## src/rtl/instr_encoder_pkg.sv

```systemverilog
// Shared definitions for the RV32 instruction encoder: format codes, opcodes
// and the FSM state type.
package instr_encoder_pkg;

    typedef enum logic [2:0] {
        FMT_R    = 3'd0,
        FMT_I    = 3'd1,
        FMT_S    = 3'd2,
        FMT_B    = 3'd3,
        FMT_U    = 3'd4,
        FMT_J    = 3'd5,
        FMT_LI   = 3'd6,
        FMT_RSVD = 3'd7
    } fmt_e;

    localparam logic [6:0] OP_LUI   = 7'b0110111;
    localparam logic [6:0] OP_OPIMM = 7'b0010011;
    localparam logic [2:0] F3_ADDI  = 3'b000;

    typedef enum logic {StIdle, StSecond} state_e;

    // True when v[31:lsb] are all ones or all zeros, i.e. v fits as a signed
    // value of lsb+1 bits.
    function automatic logic all_eq(input logic [31:0] v, input int unsigned lsb);
        logic [31:0] m;
        m = 32'hFFFF_FFFF << lsb;
        return ((v & m) == m) || ((v & m) == 32'h0);
    endfunction

endpackage

```

## src/rtl/instr_pack.sv

```systemverilog
// Combinational RV32 field packer: places fields and immediate per format and
// flags immediates that do not fit or are misaligned.
module instr_pack
    import instr_encoder_pkg::*;
#(
    parameter bit CHECK_RANGE = 1'b1
) (
    input  fmt_e        fmt_i,
    input  logic [6:0]  opcode_i,
    input  logic [2:0]  funct3_i,
    input  logic [6:0]  funct7_i,
    input  logic [4:0]  rd_i,
    input  logic [4:0]  rs1_i,
    input  logic [4:0]  rs2_i,
    input  logic [31:0] imm_i,
    output logic [31:0] instr_o,
    output logic        err_o
);

    logic err_raw;

    always_comb begin
        instr_o = 32'h0;
        err_raw = 1'b0;
        unique case (fmt_i)
            FMT_R: instr_o = {funct7_i, rs2_i, rs1_i, funct3_i, rd_i, opcode_i};
            FMT_I: begin
                instr_o = {imm_i[11:0], rs1_i, funct3_i, rd_i, opcode_i};
                err_raw = !all_eq(imm_i, 11);
            end
            FMT_S: begin
                instr_o = {imm_i[11:5], rs2_i, rs1_i, funct3_i, imm_i[4:0], opcode_i};
                err_raw = !all_eq(imm_i, 11);
            end
            FMT_B: begin
                instr_o = {imm_i[12], imm_i[10:5], rs2_i, rs1_i, funct3_i,
                           imm_i[4:1], imm_i[11], opcode_i};
                err_raw = !all_eq(imm_i, 12) || imm_i[0];
            end
            FMT_U: begin
                instr_o = {imm_i[31:12], rd_i, opcode_i};
                err_raw = (imm_i[11:0] != 12'h0);
            end
            FMT_J: begin
                instr_o = {imm_i[20], imm_i[10:1], imm_i[11], imm_i[19:12], rd_i, opcode_i};
                err_raw = !all_eq(imm_i, 20) || imm_i[0];
            end
            // LI is rewritten to I/U by the caller and never reaches here.
            FMT_LI: instr_o = 32'h0;
            FMT_RSVD: begin
                instr_o = 32'h0;
                err_raw = 1'b1;
            end
            default: instr_o = 32'h0;
        endcase
        err_o = CHECK_RANGE && err_raw;
    end

endmodule

```

## src/rtl/instr_encoder.sv

```systemverilog
// RV32 instruction encoder with valid/ready in and out, a single-entry output
// register, and LI expansion into one or two words.
module instr_encoder
    import instr_encoder_pkg::*;
#(
    parameter bit CHECK_RANGE = 1'b1
) (
    input  logic        clk,
    input  logic        rst_n,
    input  logic        in_valid,
    output logic        in_ready,
    input  logic [2:0]  in_fmt,
    input  logic [6:0]  in_opcode,
    input  logic [2:0]  in_funct3,
    input  logic [6:0]  in_funct7,
    input  logic [4:0]  in_rd,
    input  logic [4:0]  in_rs1,
    input  logic [4:0]  in_rs2,
    input  logic [31:0] in_imm,
    output logic        out_valid,
    input  logic        out_ready,
    output logic [31:0] out_instr,
    output logic        out_err,
    output logic        out_last
);

    state_e      state_q, state_d;
    logic [31:0] hold_q, hold_d;
    logic        hold_err_q, hold_err_d;
    logic        out_valid_q, out_valid_d;
    logic [31:0] out_instr_q, out_instr_d;
    logic        out_err_q, out_err_d;
    logic        out_last_q, out_last_d;

    fmt_e        req_fmt, p0_fmt;
    logic [6:0]  p0_opcode;
    logic [2:0]  p0_funct3;
    logic [4:0]  p0_rs1;
    logic [31:0] p0_imm;
    logic [31:0] p0_instr, p1_instr;
    logic        p0_err, p1_err;
    logic        is_li, li_fits, two_word, accept, out_fire;
    logic [19:0] li_hi;
    logic [31:0] li_lo;

    assign req_fmt  = fmt_e'(in_fmt);
    assign is_li    = (req_fmt == FMT_LI);
    assign li_fits  = all_eq(in_imm, 11);
    assign li_hi    = in_imm[31:12] + {19'h0, in_imm[11]};
    assign li_lo    = {{20{in_imm[11]}}, in_imm[11:0]};
    assign two_word = is_li && !li_fits && (in_imm[11:0] != 12'h0);

    assign in_ready = (state_q == StIdle) && (!out_valid_q || out_ready);
    assign accept   = in_valid && in_ready;
    assign out_fire = out_valid_q && out_ready;

    // LI becomes ADDI rd,x0,lo when it fits, otherwise LUI rd,hi first.
    always_comb begin
        p0_fmt    = req_fmt;
        p0_opcode = in_opcode;
        p0_funct3 = in_funct3;
        p0_rs1    = in_rs1;
        p0_imm    = in_imm;
        if (is_li) begin
            if (li_fits) begin
                p0_fmt    = FMT_I;
                p0_opcode = OP_OPIMM;
                p0_funct3 = F3_ADDI;
                p0_rs1    = 5'd0;
            end else begin
                p0_fmt    = FMT_U;
                p0_opcode = OP_LUI;
                p0_imm    = {li_hi, 12'h0};
            end
        end
    end

    instr_pack #(.CHECK_RANGE(CHECK_RANGE)) u_pack_req (
        .fmt_i    (p0_fmt),
        .opcode_i (p0_opcode),
        .funct3_i (p0_funct3),
        .funct7_i (in_funct7),
        .rd_i     (in_rd),
        .rs1_i    (p0_rs1),
        .rs2_i    (in_rs2),
        .imm_i    (p0_imm),
        .instr_o  (p0_instr),
        .err_o    (p0_err)
    );

    instr_pack #(.CHECK_RANGE(CHECK_RANGE)) u_pack_addi (
        .fmt_i    (FMT_I),
        .opcode_i (OP_OPIMM),
        .funct3_i (F3_ADDI),
        .funct7_i (7'h0),
        .rd_i     (in_rd),
        .rs1_i    (in_rd),
        .rs2_i    (5'd0),
        .imm_i    (li_lo),
        .instr_o  (p1_instr),
        .err_o    (p1_err)
    );

    always_comb begin
        state_d     = state_q;
        hold_d      = hold_q;
        hold_err_d  = hold_err_q;
        out_valid_d = out_valid_q;
        out_instr_d = out_instr_q;
        out_err_d   = out_err_q;
        out_last_d  = out_last_q;
        if (state_q == StSecond) begin
            if (out_fire) begin
                out_valid_d = 1'b1;
                out_instr_d = hold_q;
                out_err_d   = hold_err_q;
                out_last_d  = 1'b1;
                hold_d      = 32'h0;
                hold_err_d  = 1'b0;
                state_d     = StIdle;
            end
        end else if (accept) begin
            out_valid_d = 1'b1;
            out_instr_d = p0_instr;
            out_err_d   = p0_err;
            out_last_d  = !two_word;
            if (two_word) begin
                hold_d     = p1_instr;
                hold_err_d = p1_err;
                state_d    = StSecond;
            end
        end else if (out_fire) begin
            out_valid_d = 1'b0;
        end
    end

    always_ff @(posedge clk or negedge rst_n) begin
        if (!rst_n) begin
            state_q     <= StIdle;
            hold_q      <= 32'h0;
            hold_err_q  <= 1'b0;
            out_valid_q <= 1'b0;
            out_instr_q <= 32'h0;
            out_err_q   <= 1'b0;
            out_last_q  <= 1'b0;
        end else begin
            state_q     <= state_d;
            hold_q      <= hold_d;
            hold_err_q  <= hold_err_d;
            out_valid_q <= out_valid_d;
            out_instr_q <= out_instr_d;
            out_err_q   <= out_err_d;
            out_last_q  <= out_last_d;
        end
    end

    assign out_valid = out_valid_q;
    assign out_instr = out_instr_q;
    assign out_err   = out_err_q;
    assign out_last  = out_last_q;

endmodule

```

## config.mk

```make
export PLATFORM = sky130hd
export DESIGN_NAME = instr_encoder
export DESIGN_NICKNAME = d
export VERILOG_FILES = /design/src/rtl/instr_encoder_pkg.sv /design/src/rtl/instr_pack.sv /design/src/rtl/instr_encoder.sv
export SDC_FILE = /design/constraint.sdc
export NUM_CORES = 1
export LEC_CHECK = 0
export ABC_AREA = 1
export CAP_MARGIN = 0
export CORE_ASPECT_RATIO = 1.5
export CORE_MARGIN = 4
export CORE_UTILIZATION = 55
export DETAILED_ROUTE_END_ITERATION = 16
export PLACE_DENSITY = 0.82
export SLEW_MARGIN = 5
export SYNTH_ARGS = -nofsm -noshare
export SYNTH_HDL_FRONTEND = slang
export SYNTH_HIERARCHICAL = 1
export SYNTH_SLANG_ARGS = --single-unit
```

## constraint.sdc

```tcl
create_clock -name clk -period 1.5 [get_ports clk]
set_input_delay 0.3 -clock clk [delete_from_list [all_inputs] [get_ports clk]]
set_output_delay 0.3 -clock clk [all_outputs]
set_load 0.005 [all_outputs]
```

==> results of run 1 <==
cells by family after synthesis:
group	count (synthesis)	share of synthesized area (%)
buffers and inverters	202	13.36
flip-flops	69	27.59
AO/OA/AOI/OAI	127	11.84
other	2	0.1200
AND/OR/NAND/NOR	640	45.93
XOR/XNOR	4	0.5600
adder cells (fa/ha/maj)	3	0.5999
cells in the mapped netlist, types with 4 or more instances:
master / instances / area (um2)
nand2_1: 357 / 1340
inv_1: 144 / 540.5
nor2_1: 126 / 473.0
nand3_1: 95 / 475.5
o21ai_0: 70 / 350.3
dfrtp_1: 69 / 1727
o21ai_1: 29 / 145.1
nand3_2: 21 / 210.2
inv_2: 17 / 63.81
buf_2: 15 / 75.07
clkbuf_1: 14 / 52.55
o221ai_1: 14 / 122.6
nand4_1: 9 / 56.30
buf_4: 5 / 37.54
nor3_1: 5 / 25.02
inv_4: 4 / 25.02
nand3_4: 4 / 70.07
nor2_4: 4 / 45.04
or2_2: 4 / 25.02
stage by stage:
stage | instance area (um2) | hold WS [ns]
CTS | 10180 | 0.4703
detailed placement | 8816 | 0.2808
global placement | 8816 | 0.2820
floorplan | 6491 | 0.004409
layer usage:
| metal | overflow | global-route usage, % |
|---|---|---|
| met1 | 0 | 75.42 |
| met2 | 58 | 90.70 |
| met3 | 0 | 63.25 |
| met4 | 45 | 78.94 |
| met5 | 0 | 18.65 |
repair_timing:
action,in CTS
endpoints found under the setup margin,89
setup buffers,45
pin swaps,128
gates cloned,7
gates resized for setup,321
endpoints found under the hold margin,14
hold buffers,1
==> results_dict.tcl, run 1 <==
set metrics [dict create \
    lastStage "5_1_grt" \
    start_util_pct 56.30 \
    h-tree-depth 3 \
    avgSynthCellArea_um2 5.976 \
    status "stopped before the end" \
    synth-main-ff-cell "dfrtp_1" \
    overflow 103 \
    place.gp.congestion 0.9860 \
    synth_edf_count 0 \
    error "[ERROR GRT-0232] Routing congestion too high. Check the congestion heatmap in the GUI." \
    yosys_register_bits 69 \
    endpoint_type "register data pin" \
    cts.sinks 69 \
    synth_cell_types 42 \
    yosysWarningCount 6 \
    io_buffers 106 \
    dp.cells 1452 \
    cts_buffers 9 \
    syn_inst 1047 \
    track_usage_pct 76.45 \
    die_x_um 95.09 \
    fp-row-count 47 \
    synth-seq-area-share_pct 27.59 \
    dp_slack_ns -1.461 \
    dp_hpwl_mm 18.06 \
    crit_endpoint "out_err$_DFFE_PN0P_/D" \
    io_pins 107 \
    synthArstFlopShare_pct 100.0 \
    clk_path_buf_depth 2 \
    syn_area_mm2 0.006257 \
    root_buffer "clkbuf_16" \
    grt_max_degree 75 \
    dieHeight_um 138.6 \
]
==> inputs of run 2 (changes only) <==
--- a/config.mk
+++ b/config.mk
@@ -7,11 +7,10 @@
 export LEC_CHECK = 0
 export ABC_AREA = 1
 export CAP_MARGIN = 0
-export CORE_ASPECT_RATIO = 1.5
 export CORE_MARGIN = 4
-export CORE_UTILIZATION = 55
+export CORE_UTILIZATION = 40
 export DETAILED_ROUTE_END_ITERATION = 16
-export PLACE_DENSITY = 0.82
+export PLACE_DENSITY_LB_ADDON = 0.15
 export SLEW_MARGIN = 5
 export SYNTH_ARGS = -nofsm -noshare
 export SYNTH_HDL_FRONTEND = slang
==> run 2 against run 1 <==
Compared with the run above:
- the flow now finishes, with violations (negative hold slack, negative setup slack)
- area after synthesis stayed put
- synthesized cell count stayed put
==> results_dict.tcl, run 2 <==
set metrics [dict create \
    critPathCaptureType "flip-flop" \
    synth_edf_count 0 \
    io_pins 107 \
    finalMaxSlewViolations 0 \
    status "complete, but fails checks" \
    finalSetupViolations 68 \
    yosysWarningCount 6 \
    synthArstFlopShare_pct 100.0 \
    cts_buffers 9 \
    critPathLaunchType "primary input" \
    total_power_mw 9.028 \
    cp_data_arrival_time_ns 2.50 \
    diodes 0 \
    final_cell_mix "314 x nand2_1, 166 x buf_4, 127 x inv_1" \
    nFillCells 1306 \
    cts.sinks 69 \
    slew_headroom_pct 56.11 \
    core_mm2 0.01526 \
    track_usage_pct 25.79 \
    drcViolationCount 0 \
    clkLatencyLatePin_ns 0.34 \
    syn_inst 1047 \
    power_density_mw_per_mm2 856.3 \
    clock_skew_ns 0.01166 \
    ys_top_cells_by_count "357 x nand2_1, 144 x inv_1, 126 x nor2_1" \
    yosysTopAreaCell "dfrtp_1" \
    fin_hold_ws_ns -0.02280 \
    failed_checks "negative hold slack, negative setup slack" \
    place.gp.congestion 1.025 \
    final_cells 1588 \
    cp.depth 19 \
    crit_path_end "out_err$_DFFE_PN0P_" \
    maxCapViolations 0 \
    syn_area_mm2 0.006257 \
    worstRegToRegCells 7 \
    dp_hpwl_mm 17.27 \
    cp_slowest_stage_delay_ns 0.24 \
    cp_slowest_cell "clkdlybuf4s15_1" \
    h-tree-depth 3 \
    fp-row-count 45 \
    utilization_pct 69.10 \
    drt_iter0_markers 803 \
    r2r_slack_ns -0.16 \
    dp.cells 1511 \
    layout-drive-gt1-share_pct 34.28 \
    rsz0062_at_grt "yes" \
    hold_path.class "in -> async" \
    overflow 0 \
    synth-seq-area-share_pct 27.59 \
    nNetsFinal 1446 \
    die_area_mm2 0.01771 \
    crit_family "simple AND/OR/NAND/NOR gates" \
    crit_top_cell "nand2_1" \
    worstSetupPathType "in -> reg" \
    critPathMaxFanout 3 \
    post_dp_cell_area_mm2 0.008796 \
    hold_viol_final 36 \
    yosysMostFrequentCell "nand2_1" \
    ant_nets 0 \
    grt_max_degree 75 \
    max_freq_mhz 436.7 \
    multi_input_area_mm2 0.004593 \
    first_global_vias 7019 \
    reg2reg_from "out_valid$_DFFE_PN0P_" \
    fin_ws_ns -0.7898 \
    post-route-min-period_ns 2.290 \
    yosys_register_bits 69 \
    setup_tns_ns -30.73 \
    synth_top_area_share_pct 27.59 \
    vias 7785 \
    synth-main-ff-cell "dfrtp_1" \
    holdBufCountCts 0 \
    antenna_found_initial 0 \
    dr.pass1.iters 5 \
    seqCellArea_mm2 0.001728 \
    clk_path_buf_depth 2 \
    dp_slack_ns -1.575 \
    clk_pin_slew_ns 0.06 \
    synth.area.top_cells "dfrtp_1 28%, nand2_1 21%, inv_1 8.6%" \
    finalInstanceArea_mm2 0.01054 \
    finalWirelength_mm 24.51 \
    wl_per_cell_um 15.43 \
    r2r_end "hold_q[19]$_DFFE_PN0P_" \
    critPathBufInv 3 \
    final_common_cell "nand2_1" \
    worstPathRequired_ns 1.71 \
    syn2layout_area_growth_pct 68.51 \
    root_buffer "clkbuf_16" \
    ir_worst_vdd_mv 0.5990 \
    start_util_pct 41.01 \
    die_x_um 133.1 \
    startpoint "in_imm[17]" \
    dieHeight_um 133.1 \
    power.leakage_nw 5.487 \
    avgSynthCellArea_um2 5.976 \
    worst_slew_pin_slew_ns 0.6583 \
    io_buffers 106 \
    fin_crit_sh_pct 152.7 \
    crit_chain "clkdlybuf4s15_1 > buf_4 > nand2_1 > nor2_1 > nand2_2 > xnor2_1 > a21oi_1 > o21ai_1 > buf_4 > nor2_1 > nand2_1 > o21ai_1 > nand2_1 > nand2_1 > nand2_1 > nand2_1 > nand2_1 > o21ai_1 > o21ai_1" \
    via_per_inst 4.902 \
    grt_pass1_wl_mm 36.76 \
    synth_cell_types 42 \
    cts_tree "yes" \
]
==> run 2: cell counts after synthesis <==
No cell type changed its count.
==> run 2: cell type report <==
class	instances	area share [%]
clock buffers	10	2.172
clock inverters	6	1.056
inverters	165	6.301
multi-input cells	810	43.56
flip-flops and latches	69	16.39
well taps	211	2.504
repair buffers	316	27.95
repair inverters	1	0.07120
==> run 2: cell families after synthesis <==
family | share of synthesized area (%)
other | 0.1200
buffers and inverters | 13.36
adder cells (fa/ha/maj) | 0.5999
XOR/XNOR | 0.5600
AND/OR/NAND/NOR | 45.93
AO/OA/AOI/OAI | 11.84
flip-flops | 27.59
==> run 2: repair_timing <==
item / in CTS / in global routing
buffers inserted: 41 / 17
setup endpoints to repair: 81 / 94
cloned: 3 / 7
pin swaps: 81 / 69
gates resized for setup: 206 / 160
==> run 2: worst min path at each step <==
stage | from | to | slack [ns] | depth (start not counted)
after floorplan | rst_n | hold_err_q$_DFFE_PN0P_ | 0.004 | 0
after CTS | rst_n | out_instr[25]$_DFFE_PN0P_ | 0.007 | 2
after global placement | rst_n | out_instr[3]$_DFFE_PN0P_ | 0.36 | 2
after global routing | rst_n | hold_q[4]$_DFFE_PN0P_ | 0.03 | 2
after detailed placement | rst_n | out_instr[3]$_DFFE_PN0P_ | 0.35 | 2
final | rst_n | out_instr[17]$_DFFE_PN0P_ | -0.02 | 2
==> run 2: layer usage <==
| metal | up-vias | GRT usage [%] | part of all wire [%] |
|---|---|---|---|
| li1 | 3928 | - | - |
| met1 | 3521 | 37.28 | 45 |
| met2 | 297 | 39.79 | 45 |
| met3 | 39 | 3.688 | 6.9 |
| met4 | 0 | 7.968 | 3.1 |
| met5 | - | 0 | 0 |
==> run 2: worst register-to-register path, stage by stage, from the launching register on <==
cell       delay (ns)
dfrtp_1          0.39
a21oi_2          0.17
nand2_1          0.23
a21oi_4          0.30
nand2_8          0.14
clkbuf_16        0.20
nand3_2          0.05
nand2_1          0.06
==> run 2: report_power, final <==
part           total (mW)  switching, mW  internal, mW
logic                3.76           1.90          1.86
clock network        2.46          0.836          1.62
registers            2.81          0.365          2.44
No activity file was read; power rests on OpenSTA's default activity.
==> inputs of run 3 (changes only) <==
--- a/config.mk
+++ b/config.mk
@@ -10,6 +10,7 @@
 export CORE_MARGIN = 4
 export CORE_UTILIZATION = 40
 export DETAILED_ROUTE_END_ITERATION = 16
+export MAX_ROUTING_LAYER = met4
 export PLACE_DENSITY_LB_ADDON = 0.15
 export SLEW_MARGIN = 5
 export SYNTH_ARGS = -nofsm -noshare
==> run 3 against run 2 <==
Compared with the run above:
- the run ends with negative setup slack left
- register-to-register slack better by 0.06 ns
- worst hold slack improved by 0.41 ns
- routed wire length fell by 8.0%
- clock skew is 0.0074 ns lower
- first-iteration DRC count down 35%
- critical endpoint unchanged
- total power down 2.6%
- maximum frequency rose by 2.1%
- cell count down 0.38%
- count of clock-buffer cells in the layout down 1
- sequential cell count stayed put
==> results_dict.tcl, run 3 (synthesis results as in run 2) <==
set metrics [dict create \
    drt_iter0_markers 523 \
    die_x_um 133.1 \
    grt_max_degree 73 \
    start_util_pct 41.01 \
    critPathCaptureType "flip-flop" \
    cp_data_arrival_time_ns 2.46 \
    overflow 0 \
    cts.sinks 69 \
    startpoint "in_imm[11]" \
    h-tree-depth 3 \
    hold_viol_final 0 \
    rsz0062_at_grt "yes" \
    diodes 0 \
    die_area_mm2 0.01771 \
    power.leakage_nw 5.304 \
    first_global_vias 6851 \
    worstPathRequired_ns 1.71 \
    io_buffers 106 \
    power.internal_mw 5.869 \
    failed_checks "negative setup slack" \
    ir_worst_vdd_mv 0.6103 \
    wl_per_cell_um 14.25 \
    cts_buffers 9 \
    clkLatencyLatePin_ns 0.33 \
    nNetsFinal 1440 \
    grt_pass1_wl_mm 35.25 \
    worstRegToRegCells 5 \
    slew_headroom_pct 58.57 \
    via_per_inst 4.771 \
    utilization_pct 66.26 \
    hold_path.class "in -> reg" \
    p_comb_share_pct 40.9 \
    power_density_mw_per_mm2 870.2 \
    dp.cells 1519 \
    final_common_cell "nand2_1" \
    cts_tree "yes" \
    sw_frac_of_total_pct 33.29 \
    antenna_found_initial 0 \
    finalWirelength_mm 22.54 \
    dieHeight_um 133.1 \
    dp_slack_ns -1.566 \
    vias 7547 \
    final_cell_mix "322 x nand2_1, 172 x buf_4, 131 x inv_1" \
    finalMaxSlewViolations 0 \
    drcViolationCount 0 \
    fin_ws_ns -0.7422 \
    final_cells 1582 \
    max_freq_mhz 446.0 \
    reg2reg_from "state_q$_DFF_PN0_" \
    critPathLaunchType "primary input" \
    place.gp.congestion 0.9747 \
    clock_skew_ns 0.004313 \
    finalSetupViolations 68 \
    clk_path_buf_depth 2 \
    dr.pass1.iters 5 \
    worstSetupPathType "in -> reg" \
    clk_pin_slew_ns 0.06 \
    r2r_end "out_instr[20]$_DFFE_PN0P_" \
    root_buffer "clkbuf_16" \
    maxCapViolations 0 \
    layout-drive-gt1-share_pct 31.15 \
    ant_nets 0 \
    io_pins 107 \
    r2r_slack_ns -0.10 \
    fin_hold_ws_ns 0.3830 \
    post-route-min-period_ns 2.242 \
    syn2layout_area_growth_pct 61.57 \
    fp-row-count 45 \
    dp_hpwl_mm 17.34 \
    track_usage_pct 25.35 \
    worst_slew_pin_slew_ns 0.6215 \
    core_mm2 0.01526 \
    fin_crit_sh_pct 149.5 \
    critPathMaxFanout 4 \
    status "complete, but fails checks" \
    seqPwrFrac_pct 32.0 \
    clkPwrFrac_pct 27.2 \
    crit_path_end "out_err$_DFFE_PN0P_" \
    p_sw_mw 2.929 \
]
[run 3: changes by cell type in the layout (fill, tap and decap cells not counted), sizes merged]
cell           before  now
dlygate4sd3         0    1
clkinvlp            2    0
clkdlybuf4s15       9    3
dlygate4sd2        13   22
buf               213  210
dlymetal6s2s       22   15
inv               163  165
[run 3: what timing repair did]
item | in CTS | in global routing
hold endpoints to repair | 13 | 0
setup endpoints to repair | 88 | 88
setup buffers | 29 | 17
hold buffers | 1 | 0
gates cloned | 2 | 2
pin swaps | 64 | 57
resized for setup | 173 | 117
[run 3: power groups by stage]
stage | clock network, mW | logic (mW) | registers (mW)
final | 2.39 | 3.60 | 2.81
after global routing | 2.51 | 3.98 | 2.89
after CTS | 2.41 | 3.45 | 2.81
after detailed placement | 0 | 3.31 | 2.85
after global placement | 0 | 3.27 | 2.83
after floorplan | 0 | 1.49 | 2.80
[run 3: per-stage QoR]
stage | instance area [um2] | power [mW] | TNS (ns)
after detailed placement | 8881 | 6.157 | -83.66
after floorplan | 6491 | 4.287 | -13.65
after global routing | 10110 | 9.373 | -33.96
after CTS | 9768 | 8.665 | -29.86
final | 10110 | 8.797 | -28.26
after global placement | 8881 | 6.106 | -81.62
[run 3: how the worst min path moves through the flow]
stage / depth (start not counted) / start / endpoint / slack, ns
5_1_grt: 4 / out_ready / out_valid$_DFFE_PN0P_ / 0.41
4_1_cts: 4 / out_ready / out_valid$_DFFE_PN0P_ / 0.38
2_1_floorplan: 0 / rst_n / hold_err_q$_DFFE_PN0P_ / 0.004
3_3_place_gp: 1 / rst_n / hold_q[13]$_DFFE_PN0P_ / 0.27
3_5_place_dp: 1 / rst_n / out_instr[4]$_DFFE_PN0P_ / 0.27
6_report: 4 / out_ready / out_valid$_DFFE_PN0P_ / 0.38
[run 3: critical path, stage by stage]
cell     delay (ns)
buf_8          0.10
inv_4          0.05
ha_4           0.12
inv_2          0.03
nor2_1         0.09
nand2_1        0.06
nor2_1         0.11
nand3_2        0.17
buf_6          0.16
nand2_4        0.07
nand2_2        0.07
inv_4          0.07
or2_4          0.15
inv_6          0.05
nor2_4         0.14
buf_6          0.13
nand2_4        0.05
o21ai_2        0.05
nand2_1        0.06
nand2_1        0.06
nand2_1        0.05
nand2_1        0.05
nand2_1        0.05
o21ai_1        0.12
o21ai_1        0.07
[run 3: final cells by class]
class                      count  area, um2
fill                        1367       5149
multi-input combinational    810       4355
timing repair buffer         311       2766
sequential                    69       1728
inverter                     165      656.9
tap                          211      264.0
clock buffer                   9      225.2
clock inverter                 7      113.9
[run 3: layer usage]
| metal | vias to the layer above | routed length [um] | track usage (%) |
|---|---|---|---|
| li1 | 3913 | - | - |
| met1 | 3383 | 10750 | 35.63 |
| met2 | 215 | 9831 | 37.42 |
| met3 | 36 | 1442 | 4.981 |
| met4 | 0 | 508 | 6.467 |
| met5 | - | 0 | - |
==> inputs of run 4 (changes only) <==
--- a/config.mk
+++ b/config.mk
@@ -7,6 +7,7 @@
 export LEC_CHECK = 0
 export ABC_AREA = 1
 export CAP_MARGIN = 0
+export CORE_ASPECT_RATIO = 1.2
 export CORE_MARGIN = 4
 export CORE_UTILIZATION = 40
 export DETAILED_ROUTE_END_ITERATION = 16
==> run 4 against run 3 <==
Compared with the run above:
- the run still ends with negative setup slack left
- non-clock buffer count up 9
- core utilization up 4.2 points
- first-iteration DRC count up 0.19%
- sequential cell count unchanged
- sequential power about the same
- sequential share of layout area down 0.91 points
- cell area up 5.6%
- critical path type unchanged
- worst hold slack worse by 0.010 ns
- die area about the same
- clock skew up 0.0023 ns
- global-route usage up 2.5 points
- count of clock-buffer cells in the layout unchanged
==> results_dict.tcl, run 4 (synthesis results as in run 2) <==
set metrics [dict create \
    grtUsageMet2_pct 45.08 \
    dieHeight_um 145.0 \
    grt_pass1_wl_mm 38.17 \
    dp_slack_ns -1.459 \
    first_global_vias 7428 \
    diodes 0 \
    grt_max_degree 75 \
    h-tree-depth 3 \
    dp_hpwl_mm 17.60 \
    via_per_inst 4.941 \
    critPathCaptureType "flip-flop" \
    finalMaxSlewViolations 0 \
    syn2layout_area_growth_pct 70.63 \
    finalSetupViolations 68 \
    cts_tree "yes" \
    cp_slowest_stage_delay_ns 0.17 \
    fin_hold_ws_ns 0.3727 \
    rsz0062_at_grt "yes" \
    cts_buffers 9 \
    io_buffers 106 \
    dr.pass1.iters 5 \
    grtUsageMet3_pct 2.958 \
    fin_crit_sh_pct 146.2 \
    final_common_cell "nand2_1" \
    ant_nets 0 \
    track_usage_pct 27.88 \
    failed_checks "negative setup slack" \
    overflow 0 \
    max_freq_mhz 456.0 \
    clock_skew_ns 0.006626 \
    die_x_um 122.2 \
    power_density_mw_per_mm2 847.5 \
    drcViolationCount 0 \
    cts.sinks 69 \
    slew_headroom_pct 57.38 \
    maxCapViolations 0 \
    total_power_mw 9.048 \
    critPathLaunchType "primary input" \
    vias 7821 \
    clk_pin_slew_ns 0.06 \
    crit_chain "buf_8 > buf_6 > ha_4 > nand3_4 > nor2_8 > nand3_4 > nand3_4 > buf_12 > buf_8 > buf_6 > nand2_2 > inv_2 > inv_2 > nand2_1 > nor3_1 > nand2_1 > a21oi_2 > nand2_1 > inv_1 > nand2_1 > o21ai_1 > o21ai_1" \
    antenna_found_initial 0 \
    clk_path_buf_depth 2 \
    post-route-min-period_ns 2.193 \
    worst_slew_pin_slew_ns 0.6393 \
    die_area_mm2 0.01772 \
    root_buffer "clkbuf_16" \
    clkLatencyLatePin_ns 0.34 \
    setup_tns_ns -24.12 \
    power.leakage_nw 5.457 \
    cp_slowest_cell "ha_4" \
    final_cell_mix "313 x nand2_1, 158 x buf_4, 122 x inv_1" \
    cp_data_arrival_time_ns 2.42 \
    critPathMaxFanout 6 \
    hold_viol_final 0 \
    status "complete, but fails checks" \
    nNetsFinal 1448 \
    fp-row-count 49 \
    crit_family "simple AND/OR/NAND/NOR gates" \
    grt.busiest_layer "met2" \
    core_mm2 0.01514 \
    worstPathRequired_ns 1.72 \
    ir_worst_vdd_mv 0.6283 \
    grtUsageMet1_pct 34.63 \
    drt_iter0_markers 524 \
    io_pins 107 \
    crit_top_cell "nand2_1" \
    hold_path.class "in -> reg" \
    critPathBufInv 8 \
    finalWirelength_mm 24.63 \
    worstSetupPathType "in -> reg" \
    start_util_pct 41.32 \
    utilization_pct 70.50 \
    place.gp.congestion 0.9694 \
    wl_per_cell_um 15.56 \
    fin_ws_ns -0.6928 \
    layout-drive-gt1-share_pct 36.04 \
]
-- run 4: power by group --
| part | switching [mW] | total (mW) | internal [mW] |
|---|---|---|---|
| registers | 0.358 | 2.80 | 2.44 |
| logic | 1.96 | 3.86 | 1.89 |
| clock network | 0.904 | 2.39 | 1.49 |
-- run 4: path summary, 6_finish.rpt --
kind                                               start                        end  slack [ns]  cells after the start
worst max-delay path                          in_imm[11]        out_err$_DFFE_PN0P_       -0.69                     22
worst min-delay path                           out_ready      out_valid$_DFFE_PN0P_        0.37                      4
worst max register to register     out_valid$_DFFE_PN0P_      hold_q[2]$_DFFE_PN0P_       -0.09                      7
worst min register to register  out_instr[2]$_DFFE_PN0P_   out_instr[2]$_DFFE_PN0P_        0.48                      2
max in group asynchronous                          rst_n     hold_q[21]$_DFFE_PN0P_        0.61                      3
min in group asynchronous                          rst_n  out_instr[22]$_DFFE_PN0P_        0.38                      2
-- run 4: layer usage --
layer,wire [um],vias to the layer above
met5,0,-
met4,1213,0
li1,-,3919
met3,1210,75
met2,12060,268
met1,10140,3559
-- run 4: tightest hold or removal path: cells and delay by family --
kind	cells	cell delay (ns)
buffers and inverters	2	0.28
AND/OR/NAND/NOR	2	0.09
-- run 4: stage by stage --
step	instance area (um2)	instances
2_1_floorplan	6491	1079
3_3_place_gp	8882	1505
3_5_place_dp	8882	1505
4_1_cts	10280	1575
5_1_grt	10680	1583
6_report	10680	1583
-- run 4: what timing repair did --
item / CTS / global route
cloned: 9 / 3
endpoints found under the setup margin: 93 / 83
pin swaps: 63 / 77
hold endpoints to repair: 9 / 0
buffers inserted: 45 / 21
resized for setup: 235 / 175
hold buffers: 1 / 0
-- run 4: layout make-up --
class,instances,area (um2)
well taps,204,255.2
inverters,165,673.1
clock buffers,9,225.2
clock inverters,7,105.1
multi-input cells,809,4593
flip-flops and latches,69,1728
fillers,1301,4467
repair buffers,320,3097
